==> src/rtl/ifm_row_loader_if.sv <==
// Memory read port and line-buffer write port of the IFM row loader.
// The master side is the loader; the slave side is memory plus buffer.
interface ifm_row_loader_if #(
  parameter int W_ADDR     = 32,
  parameter int W_DATA     = 32,
  parameter int W_BUF_ADDR = 12
);
  logic                  rd_req_valid;
  logic                  rd_req_ready;
  logic [W_ADDR-1:0]     rd_addr;
  logic [7:0]            rd_len;
  logic                  rd_data_valid;
  logic [W_DATA-1:0]     rd_data;
  logic                  rd_data_ready;
  logic                  buf_we;
  logic [1:0]            buf_bank;
  logic [W_BUF_ADDR-1:0] buf_addr;
  logic [W_DATA-1:0]     buf_wdata;

  modport master (
    output rd_req_valid, rd_addr, rd_len, rd_data_ready,
    output buf_we, buf_bank, buf_addr, buf_wdata,
    input  rd_req_ready, rd_data_valid, rd_data
  );

  modport slave (
    input  rd_req_valid, rd_addr, rd_len, rd_data_ready,
    input  buf_we, buf_bank, buf_addr, buf_wdata,
    output rd_req_ready, rd_data_valid, rd_data
  );
endinterface

==> src/rtl/ifm_row_loader.sv <==
// Loads one IFM row from external memory in bursts of up to MAX_BURST words
// and writes it, in memory order, into line-buffer bank row[1:0].
module ifm_row_loader #(
  parameter int W_SIZE     = 10,
  parameter int W_CHANNEL  = 8,
  parameter int W_ADDR     = 32,
  parameter int W_DATA     = 32,
  parameter int W_BUF_ADDR = 12,
  parameter int MAX_BURST  = 16
) (
  input  logic                 clk,
  input  logic                 rstn,
  input  logic                 i_req_load,
  input  logic [W_SIZE-1:0]    i_req_row,
  input  logic [W_SIZE-1:0]    i_width,
  input  logic [W_CHANNEL-1:0] i_channel,
  input  logic [W_ADDR-1:0]    i_base_addr,
  output logic                 o_req_done,
  output logic                 o_busy,
  ifm_row_loader_if.master     m_if
);
  localparam int W_WORDS = W_SIZE + W_CHANNEL;

  localparam logic [2:0] S_IDLE  = 3'd0;
  localparam logic [2:0] S_CALC  = 3'd1;
  localparam logic [2:0] S_REQ   = 3'd2;
  localparam logic [2:0] S_DATA  = 3'd3;
  localparam logic [2:0] S_DRAIN = 3'd4;
  localparam logic [2:0] S_DONE  = 3'd5;

  logic [2:0]            r_state;
  logic [W_SIZE-1:0]     r_row;
  logic [W_SIZE-1:0]     r_width;
  logic [W_CHANNEL-1:0]  r_channel;
  logic [W_ADDR-1:0]     r_base;
  logic [W_WORDS-1:0]    r_remaining;
  logic [W_BUF_ADDR-1:0] r_word_idx;
  logic [7:0]            r_beat_cnt;
  logic [W_ADDR-1:0]     r_rd_addr;
  logic [7:0]            r_rd_len;
  logic                  r_buf_we;
  logic [1:0]            r_buf_bank;
  logic [W_BUF_ADDR-1:0] r_buf_addr;
  logic [W_DATA-1:0]     r_buf_wdata;

  logic [W_WORDS-1:0]    w_row_words;
  logic [W_ADDR-1:0]     w_row_addr;
  logic                  w_beat_acc;

  // Burst length field (beats minus one) for n outstanding words, n >= 1.
  function automatic logic [7:0] burst_len(input logic [W_WORDS-1:0] n);
    if (n > W_WORDS'(MAX_BURST)) begin
      burst_len = 8'(MAX_BURST - 1);
    end else begin
      burst_len = 8'(n - W_WORDS'(1));
    end
  endfunction

  assign w_row_words = W_WORDS'(r_width) * W_WORDS'(r_channel);
  assign w_row_addr  = r_base + ((W_ADDR'(r_row) * W_ADDR'(w_row_words)) << 2'd2);
  assign w_beat_acc  = (r_state == S_DATA) && m_if.rd_data_valid;

  // Control outputs are decodes of the state register only.
  assign o_busy             = (r_state != S_IDLE);
  assign o_req_done         = (r_state == S_DONE);
  assign m_if.rd_req_valid  = (r_state == S_REQ);
  assign m_if.rd_data_ready = (r_state == S_DATA);
  assign m_if.rd_addr       = r_rd_addr;
  assign m_if.rd_len        = r_rd_len;
  assign m_if.buf_we        = r_buf_we;
  assign m_if.buf_bank      = r_buf_bank;
  assign m_if.buf_addr      = r_buf_addr;
  assign m_if.buf_wdata     = r_buf_wdata;

  // Row-load FSM with burst address generation and buffer write stage.
  always_ff @(posedge clk or negedge rstn) begin
    if (!rstn) begin
      r_state     <= S_IDLE;
      r_row       <= '0;
      r_width     <= '0;
      r_channel   <= '0;
      r_base      <= '0;
      r_remaining <= '0;
      r_word_idx  <= '0;
      r_beat_cnt  <= 8'd0;
      r_rd_addr   <= '0;
      r_rd_len    <= 8'd0;
      r_buf_we    <= 1'b0;
      r_buf_bank  <= 2'd0;
      r_buf_addr  <= '0;
      r_buf_wdata <= '0;
    end else begin
      r_buf_we <= 1'b0;
      case (r_state)
        S_IDLE: begin
          if (i_req_load) begin
            r_row      <= i_req_row;
            r_width    <= i_width;
            r_channel  <= i_channel;
            r_base     <= i_base_addr;
            r_buf_bank <= i_req_row[1:0];
            r_state    <= S_CALC;
          end
        end
        S_CALC: begin
          r_rd_addr   <= w_row_addr;
          r_remaining <= w_row_words;
          r_word_idx  <= '0;
          if (w_row_words == '0) begin
            r_state <= S_DONE;
          end else begin
            r_rd_len <= burst_len(w_row_words);
            r_state  <= S_REQ;
          end
        end
        S_REQ: begin
          if (m_if.rd_req_ready) begin
            r_beat_cnt <= r_rd_len;
            r_state    <= S_DATA;
          end
        end
        S_DATA: begin
          if (w_beat_acc) begin
            r_buf_we    <= 1'b1;
            r_buf_addr  <= r_word_idx;
            r_buf_wdata <= m_if.rd_data;
            r_word_idx  <= r_word_idx + W_BUF_ADDR'(1);
            r_remaining <= r_remaining - W_WORDS'(1);
            r_beat_cnt  <= r_beat_cnt - 8'd1;
            if (r_beat_cnt == 8'd0) begin
              // Extra DRAIN cycle lets the final buffer write land before done.
              if (r_remaining == W_WORDS'(1)) begin
                r_state <= S_DRAIN;
              end else begin
                r_rd_addr <= r_rd_addr + ((W_ADDR'(r_rd_len) + W_ADDR'(1)) << 2'd2);
                r_rd_len  <= burst_len(r_remaining - W_WORDS'(1));
                r_state   <= S_REQ;
              end
            end
          end
        end
        S_DRAIN: r_state <= S_DONE;
        S_DONE:  r_state <= S_IDLE;
        default: r_state <= S_IDLE;
      endcase
    end
  end
endmodule

==> src/flat_wrapper.sv <==
// flat-port wrapper written by rule: the top's interface ports become plain ports
module ifm_row_loader_flat 
#(
  parameter int W_SIZE     = 10,
  parameter int W_CHANNEL  = 8,
  parameter int W_ADDR     = 32,
  parameter int W_DATA     = 32,
  parameter int W_BUF_ADDR = 12,
  parameter int MAX_BURST  = 16
)
  (clk, rstn, i_req_load, i_req_row, i_width, i_channel, i_base_addr, o_req_done, o_busy, m_if_rd_req_valid, m_if_rd_addr, m_if_rd_len, m_if_rd_data_ready, m_if_buf_we, m_if_buf_bank, m_if_buf_addr, m_if_buf_wdata, m_if_rd_req_ready, m_if_rd_data_valid, m_if_rd_data);
  ifm_row_loader_if #(.W_ADDR(W_ADDR), .W_DATA(W_DATA), .W_BUF_ADDR(W_BUF_ADDR)) m_if_i ();
  input  logic clk;
  input  logic rstn;
  input  logic i_req_load;
  input  logic [W_SIZE-1:0] i_req_row;
  input  logic [W_SIZE-1:0] i_width;
  input  logic [W_CHANNEL-1:0] i_channel;
  input  logic [W_ADDR-1:0] i_base_addr;
  output logic o_req_done;
  output logic o_busy;
  output wire logic [$bits(m_if_i.rd_req_valid)-1:0] m_if_rd_req_valid;
  output wire logic [$bits(m_if_i.rd_addr)-1:0] m_if_rd_addr;
  output wire logic [$bits(m_if_i.rd_len)-1:0] m_if_rd_len;
  output wire logic [$bits(m_if_i.rd_data_ready)-1:0] m_if_rd_data_ready;
  output wire logic [$bits(m_if_i.buf_we)-1:0] m_if_buf_we;
  output wire logic [$bits(m_if_i.buf_bank)-1:0] m_if_buf_bank;
  output wire logic [$bits(m_if_i.buf_addr)-1:0] m_if_buf_addr;
  output wire logic [$bits(m_if_i.buf_wdata)-1:0] m_if_buf_wdata;
  input wire logic [$bits(m_if_i.rd_req_ready)-1:0] m_if_rd_req_ready;
  input wire logic [$bits(m_if_i.rd_data_valid)-1:0] m_if_rd_data_valid;
  input wire logic [$bits(m_if_i.rd_data)-1:0] m_if_rd_data;
  assign m_if_rd_req_valid = m_if_i.rd_req_valid;
  assign m_if_rd_addr = m_if_i.rd_addr;
  assign m_if_rd_len = m_if_i.rd_len;
  assign m_if_rd_data_ready = m_if_i.rd_data_ready;
  assign m_if_buf_we = m_if_i.buf_we;
  assign m_if_buf_bank = m_if_i.buf_bank;
  assign m_if_buf_addr = m_if_i.buf_addr;
  assign m_if_buf_wdata = m_if_i.buf_wdata;
  assign m_if_i.rd_req_ready = m_if_rd_req_ready;
  assign m_if_i.rd_data_valid = m_if_rd_data_valid;
  assign m_if_i.rd_data = m_if_rd_data;
  ifm_row_loader #(.W_SIZE(W_SIZE), .W_CHANNEL(W_CHANNEL), .W_ADDR(W_ADDR), .W_DATA(W_DATA), .W_BUF_ADDR(W_BUF_ADDR), .MAX_BURST(MAX_BURST)) u_core (.clk(clk), .rstn(rstn), .i_req_load(i_req_load), .i_req_row(i_req_row), .i_width(i_width), .i_channel(i_channel), .i_base_addr(i_base_addr), .o_req_done(o_req_done), .o_busy(o_busy), .m_if(m_if_i));
endmodule
==> config.mk <==
export PLATFORM = sky130hd
export DESIGN_NAME = ifm_row_loader_flat
export DESIGN_NICKNAME = d
export VERILOG_FILES = /design/src/rtl/ifm_row_loader_if.sv /design/src/rtl/ifm_row_loader.sv /design/src/flat_wrapper.sv
export SDC_FILE = /design/constraint.sdc
export NUM_CORES = 1
export LEC_CHECK = 0
export ABC_CLOCK_PERIOD_IN_PS = 33000
export BUFFER_PORTS_ARGS = -buffer_cell sky130_fd_sc_hd__buf_2
export CORE_UTILIZATION = 54
export DETAILED_ROUTE_END_ITERATION = 16
export PLACE_DENSITY = 0.74
export SLEW_MARGIN = 0
export SYNTH_ARGS = -nofsm -noshare
export SYNTH_HDL_FRONTEND = slang
export SYNTH_SLANG_ARGS = --single-unit
==> constraint.sdc <==
create_clock -name clk -period 33 [get_ports clk]
set_input_delay 3.3 -clock clk [delete_from_list [all_inputs] [get_ports clk]]
set_output_delay 3.3 -clock clk [all_outputs]
set_load 0.005 [all_outputs]
==> impl_results.md, run 1 <==
* Share of layout cells above drive strength 1 at 14.3%
* Startpoint Class: flip-flop
* WP data arrival at 12,230 ps
* Most common cell on crit path: fa_1
* Required time worst endpoint at 33,340 ps
* CP endpoint kind: flip-flop
* Drt wl/cell at 17.4 µm
* Hold Path Origin: u_core.m_if.buf_wdata[9]
* Type of the most critical hold path: flip-flop to flip-flop
* Multi-input logic area at 13,200 µm²
* Mapped cell area at 19,100 µm²
* I/O pins at 188
* Syn nets at 2,583
* Final Slew Violations at 0
* Time the worst path needs with I/O delays and setup at 11,890 ps
* Worst path slowest cell: xor2_1
* Upper clock frequency limit at 84.1 MHz
* 1st-pass router iterations at 6
* Final Hold Fails at 0
* Number of global-route vias before repair at 15,600
* Hold buffer count at cts at 0
* Area growth from synthesis to layout at 9.58%
* Crit share post-route at 36.0%
* H-tree Lvls at 4
* Port Buf Inserts at 187
* Post-DP HPWL at 35.7 mm
* Cells on Worst Hold Path at 2
* Flop2flop setup slack at 21,110 ps
* Finish-stage setup viols at 0
* CTS Buf Count at 17
* Top FF cell, synth: dfrtp_1
* Vias per inst at 5.81
* Die W at 190 µm
* Largest net degree at the start of global routing at 85
* EDFF count, synth at 0
* FP Rows at 68
* Post-route antenna net violation count at 0
* Vias at 16,000
* Max Cap Viol at 0
* Placeable core area at 34,600 µm²
* Storage element area at 4650 µm²
* CTS clk-pin slew, worst paths at 80 ps
* Worst R2R Path Depth at 38
* RSZ-0062 raised after global routing: false
* TritonCTS clock tree: yes
* First-pass GRT wire length at 78.9 mm
* Placer Congestion at 0.893
* Synthesized area per cell at 8.83 µm²
* Worst stage delay on the critical path at 830 ps
* Post-synthesis cell type count at 78
* Seq/Total Area, Yosys at 24.4%
* Drt total wl at 47.8 mm
* Synth Instances at 2,161
* R2r endpoint: u_core.m_if.rd_addr[30]
* Worst Max-Slew Pin Slew at 1030 ps
* Synth top area share at 24.4%
* CP max FO at 17
* Number of remaining DRC errors at 0
* Synthesis-stage register bit count at 186
* Crit Path Class: flip-flop to flip-flop
* Drt first-iter violations at 1,262
* Final TNS setup at 0 ps
* Root Buffer: clkbuf_16
* Worst r2r src: u_core.r_width[0]
* Area leader, netlist: dfrtp_1
* Clk_lat worst skew at 460 ps
* Clock Tree Buf Depth at 2
* Initial Util at 55.1%
* Outcome: finished clean
* Layout Nets at 2,699
* Slew headroom at 31.0%
* Fill cell count at 2,986
* Vert. Die Dim at 190 µm
* Gr usage total at 27.3%
* Hold EP: u_core.m_if.buf_wdata[9]
* Ys Warns at 0
* Initial antenna violation count at 0
* N_diodes at 0
* Clock Skew at 9.64 ps
* Total die area at 36,100 µm²
* Grt ovf at 0
* Post-cts resize count at 0
* Top cells by area, synth: dfrtp_1, fa_1, ha_1
* Asr flop ratio synth at 100%
* Postcts setup bufs at 0
* Clk sinks at 186
-- flip-flops by register name, summed over array words and instances, names as in the netlist, 8 cells and up --
name and flops:
u_core.m_if.rd_len 8, u_core.r_remaining 18, u_core.r_base 32, u_core.r_word_idx 12, u_core.m_if.buf_addr 12, u_core.r_beat_cnt 8, u_core.r_width 10, u_core.m_if.rd_addr 32
u_core.r_row 9, u_core.m_if.buf_wdata 32, u_core.r_channel 8
-- metal layers --
metal	track usage, %	vias up	part of all wire [%]
met4	7.20	0	1.8
met3	3.98	54	6.2
li1	-	7465	-
met5	0	-	0
met1	38.6	7911	44
met2	43.9	521	47
-- layout make-up --
| cell class | instances | area share (%) |
|---|---|---|
| Multi-Input combinational cell | 1655 | 63.3 |
| Clock buffer | 18 | 2.10 |
| Clock inverter | 14 | 0.646 |
| Sequential cell | 186 | 22.3 |
| Timing Repair Buffer | 206 | 5.20 |
| Tap cell | 455 | 2.72 |
| Inverter | 211 | 3.79 |
-- how the worst max path moves through the flow --
stage | start | endpoint | slack [ps] | cells past startpoint
after floorplan | u_core.r_width[0] | u_core.m_if.rd_addr[30] | 22270 | 43
after global placement | u_core.r_width[0] | u_core.m_if.rd_addr[30] | 21600 | 39
after detailed placement | u_core.r_width[0] | u_core.m_if.rd_addr[30] | 21260 | 38
after CTS | u_core.r_width[0] | u_core.m_if.rd_addr[30] | 21140 | 38
after global routing | u_core.r_width[0] | u_core.m_if.rd_addr[30] | 20340 | 38
final | u_core.r_width[0] | u_core.m_if.rd_addr[30] | 21110 | 38
-- synth_stat cells, drive strengths merged (13+ instances only) --
| library cell | number |
|---|---|
| and3 | 26 |
| a21oi | 96 |
| nor3 | 38 |
| o21bai | 15 |
| clkbuf | 95 |
| and2 | 137 |
| nand3 | 30 |
| a211oi | 13 |
| nand4 | 17 |
| or3 | 13 |
| xor2 | 36 |
| ha | 149 |
| inv | 209 |
| dfrtp | 186 |
| a21o | 24 |
| mux2 | 68 |
| o21ai | 87 |
| nor2 | 103 |
| buf | 14 |
| nor4 | 22 |
| xnor2 | 55 |
| fa | 176 |
| nand2 | 356 |
| nor2b | 16 |
| a31oi | 19 |
-- metrics by stage --
stage	hold WS [ps]	instances	area (µm²)	setup slack, ps	utilization [%]
floorplan	435	2161	19100	22270	-
global placement	449	2713	20300	21600	58.7
detailed placement	457	2713	20300	21260	58.7
CTS	475	2745	20900	21140	60.4
global route	494	2745	20900	20340	60.4
finish	472	2745	20900	21110	60.4
-- critical path: cells and delay by family, from the launching register on --
kind                       cells  cell delay, ps
adders and majority gates     12            5910
AOI/OAI and AO/OA             14            2870
xor gates and xnor gates       2             970
and+or+nand+nor                4             820
DFF                            1             650
buffers and inverters          5             280
muxes                          1             260
-- cell families (layout without fill, tap and decap cells) --
family / count (synthesis) / count (layout) / share of synthesized area (%)
mux: 75 / 75 / 4.38
flops: 186 / 186 / 24.4
simple gates: 808 / 808 / 20.5
compound gates: 356 / 356 / 12.0
fa+ha+maj: 325 / 325 / 28.2
buf+inv: 320 / 449 / 6.35
xor+xnor: 91 / 91 / 4.18
-- cells in the final DEF, fill, tap and decap left out, types with 36 or more instances in the layout --
master,instances
fa_1,176
mux2_2,68
inv_1,209
ha_1,149
dfrtp_1,186
and2_1,137
xor2_1,36
o21ai_0,87
nand2_1,355
nor3_1,38
a21oi_1,95
nor2_1,102
xnor2_1,54
buf_2,186
Power of run 1 is left out: the tool's default activity adds up to more than one toggle a clock period on the data nets, which glitch-free logic cannot reach.
==> inputs of run 2 (changes only) <==
ABC_CLOCK_PERIOD_IN_PS = 11400   (was 33000)
clock period = 11.4 ns   (was 33 ns; I/O delays follow)
==> run 2 against run 1 <==
Core utilization rose by 0.49 points. Critical path depth fell by 3. Register-to-register slack got worse by 21000 ps. Design area rose by 0.81%. Worst setup slack got worse by 21000 ps. First-iteration DRC count fell by 15%. Routed wire length fell by 0.44%. Via count rose by 0.26%. Highest routed layer is now met5. Sequential share of layout area fell by 0.095 points. Count of clock-buffer cells in the layout fell by 1.
==> impl_results.md, run 2 (synthesis gave the netlist of run 1 again) <==
* Outcome: finished clean (unchanged)
* Total die area at 36,100 µm² (unchanged)
* Port Buf Inserts at 187 (unchanged)
* Clock Tree Buf Depth at 2 (unchanged)
* Die W at 190 µm (unchanged)
* Worst path slowest cell: xor2_1 (unchanged)
* Grt ovf at 0 (unchanged)
* Clock Skew at 20.6 ps (was 9.64 ps)
* Required time worst endpoint at 11,730 ps (was 33,340 ps)
* N_diodes at 0 (unchanged)
* Number of remaining DRC errors at 0 (unchanged)
* Root Buffer: clkbuf_16 (unchanged)
* First-pass GRT wire length at 78.0 mm (was 78.9 mm)
* Vert. Die Dim at 190 µm (unchanged)
* Final Hold Fails at 0 (unchanged)
* Drt wl/cell at 17.3 µm (was 17.4 µm)
* Flop2flop setup slack at 490 ps (was 21,110 ps)
* Clk_lat worst skew at 480 ps (was 460 ps)
* Drt total wl at 47.5 mm (was 47.8 mm)
* Clk sinks at 186 (unchanged)
* Layout Nets at 2,709 (was 2,699)
* Finish-stage setup viols at 0 (unchanged)
* Vias per inst at 5.81 (about the same)
* CP max FO at 11 (was 17)
* Hold Path Origin: u_core.m_if.buf_wdata[17] (was u_core.m_if.buf_wdata[9])
* Initial Util at 55.1% (unchanged)
* Max Cap Viol at 0 (unchanged)
* Worst R2R Path Depth at 35 (was 38)
* Most frequent cells in the layout: nand2_1, inv_1, buf_2, fa_1, dfrtp_1 (was nand2_1, inv_1, buf_2, dfrtp_1, fa_1)
* Post-route antenna net violation count at 0 (unchanged)
* CTS clk-pin slew, worst paths at 80 ps (about the same)
* Placeable core area at 34,600 µm² (unchanged)
* 1st-pass router iterations at 7 (was 6)
* Hold EP: u_core.m_if.buf_wdata[17] (was u_core.m_if.buf_wdata[9])
* WP data arrival at 11,240 ps (was 12,230 ps)
* Final Slew Violations at 0 (unchanged)
* Type of the most critical hold path: flip-flop to flip-flop (unchanged)
* Vias at 16,000 (about the same)
* Worst r2r src: u_core.r_channel[4] (was u_core.r_width[0])
* Worst Max-Slew Pin Slew at 1030 ps (about the same)
* Commonest non-fill, non-tap cell in the layout: nand2_1 (unchanged)
* Startpoint Class: flip-flop (unchanged)
* Upper clock frequency limit at 91.7 MHz (was 84.1 MHz)
* Share of layout cells above drive strength 1 at 15.6% (was 14.3%)
* CP endpoint kind: flip-flop (unchanged)
* Largest net degree at the start of global routing at 107 (was 85)
* Time the worst path needs with I/O delays and setup at 10,910 ps (was 11,890 ps)
* Final TNS setup at 0 ps (unchanged)
* H-tree Lvls at 4 (unchanged)
* FP Rows at 68 (unchanged)
* Worst stage delay on the critical path at 810 ps (was 830 ps)
* Post-DP HPWL at 35.4 mm (was 35.7 mm)
* Slew headroom at 31.4% (was 31.0%)
* TritonCTS clock tree: yes (unchanged)
* Initial antenna violation count at 2 (was 0)
* Most common cell on crit path: fa_1 (unchanged)
* Gr usage total at 27.0% (was 27.3%)
* I/O pins at 188 (unchanged)
* Drt first-iter violations at 1,067 (was 1,262)
* R2r endpoint: u_core.m_if.rd_addr[25] (was u_core.m_if.rd_addr[30])
* Number of global-route vias before repair at 15,800 (was 15,600)
* Crit share post-route at 95.7% (was 36.0%)
* Area growth from synthesis to layout at 10.5% (was 9.58%)
* Cells on Worst Hold Path at 2 (unchanged)
* Placer Congestion at 0.921 (was 0.893)
* CTS Buf Count at 17 (unchanged)
* Crit Path Class: flip-flop to flip-flop (unchanged)
[run 2: cell types whose count changed in the layout (fill, tap and decap cells not counted), sizes merged]
cell    delta
buf        +9
clkinv     -3
inv        +3
bufinv     +1
[run 2: per-stage QoR]
stage / std cells / setup slack [ps] / area [µm²] / hold WS (ps) / util [%]
after floorplan: 2161 / 666 / 19100 / 435 / -
after global placement: 2721 / 543 / 20400 / 447 / 58.9
after detailed placement: 2721 / 351 / 20400 / 457 / 58.9
after CTS: 2753 / 221 / 21000 / 476 / 60.7
after global routing: 2755 / -2.42 / 21100 / 497 / 60.9
final: 2755 / 493 / 21100 / 472 / 60.9
[run 2: per-layer routing]
| metal | part of all wire (%) | routed length (µm) | up-vias | global-route usage (%) |
|---|---|---|---|---|
| met5 | 0.055 | 26 | - | 0 |
| met4 | 2.8 | 1310 | 4 | 10.2 |
| met3 | 6.2 | 2930 | 89 | 4.89 |
| met2 | 48 | 22800 | 516 | 43.3 |
| met1 | 43 | 20500 | 7918 | 36.2 |
| li1 | - | - | 7466 | - |
[run 2: cell type report]
type / count / area (µm²)
Inverter: 211 / 792
Tap cell: 455 / 569
Sequential cell: 186 / 4670
Clock buffer: 17 / 425
Fill cell: 2989 / 13500
Timing Repair Buffer: 216 / 1160
Multi-Input combinational cell: 1655 / 13300
Clock inverter: 15 / 195
[run 2: worst max-delay path by stage]
stage                   startpoint                      end  slack, ps  depth (start not counted)
5_1_grt        u_core.r_channel[4]  u_core.m_if.rd_addr[30]         -2                         40
6_report       u_core.r_channel[4]  u_core.m_if.rd_addr[25]        490                         35
3_3_place_gp     u_core.r_width[4]  u_core.m_if.rd_addr[30]        540                         40
4_1_cts        u_core.r_channel[4]  u_core.m_if.rd_addr[30]        220                         38
2_1_floorplan    u_core.r_width[0]  u_core.m_if.rd_addr[30]        670                         43
3_5_place_dp   u_core.r_channel[7]  u_core.m_if.rd_addr[30]        350                         36
[run 2: critical path, delay by kind of cell (launching register included)]
kind / cells / cell delay [ps]
compound gates: 11 / 2760
xor+xnor: 3 / 1230
fa+ha+maj: 12 / 5350
buf+inv: 5 / 490
flops: 1 / 480
simple gates: 4 / 460
[run 2: timing repair]
action	CTS	global route
endpoints found under the setup margin	0	9
buffers inserted	0	2
gates resized for setup	0	25
hold buffers	0	0
Power of run 2 is left out for the same reason.
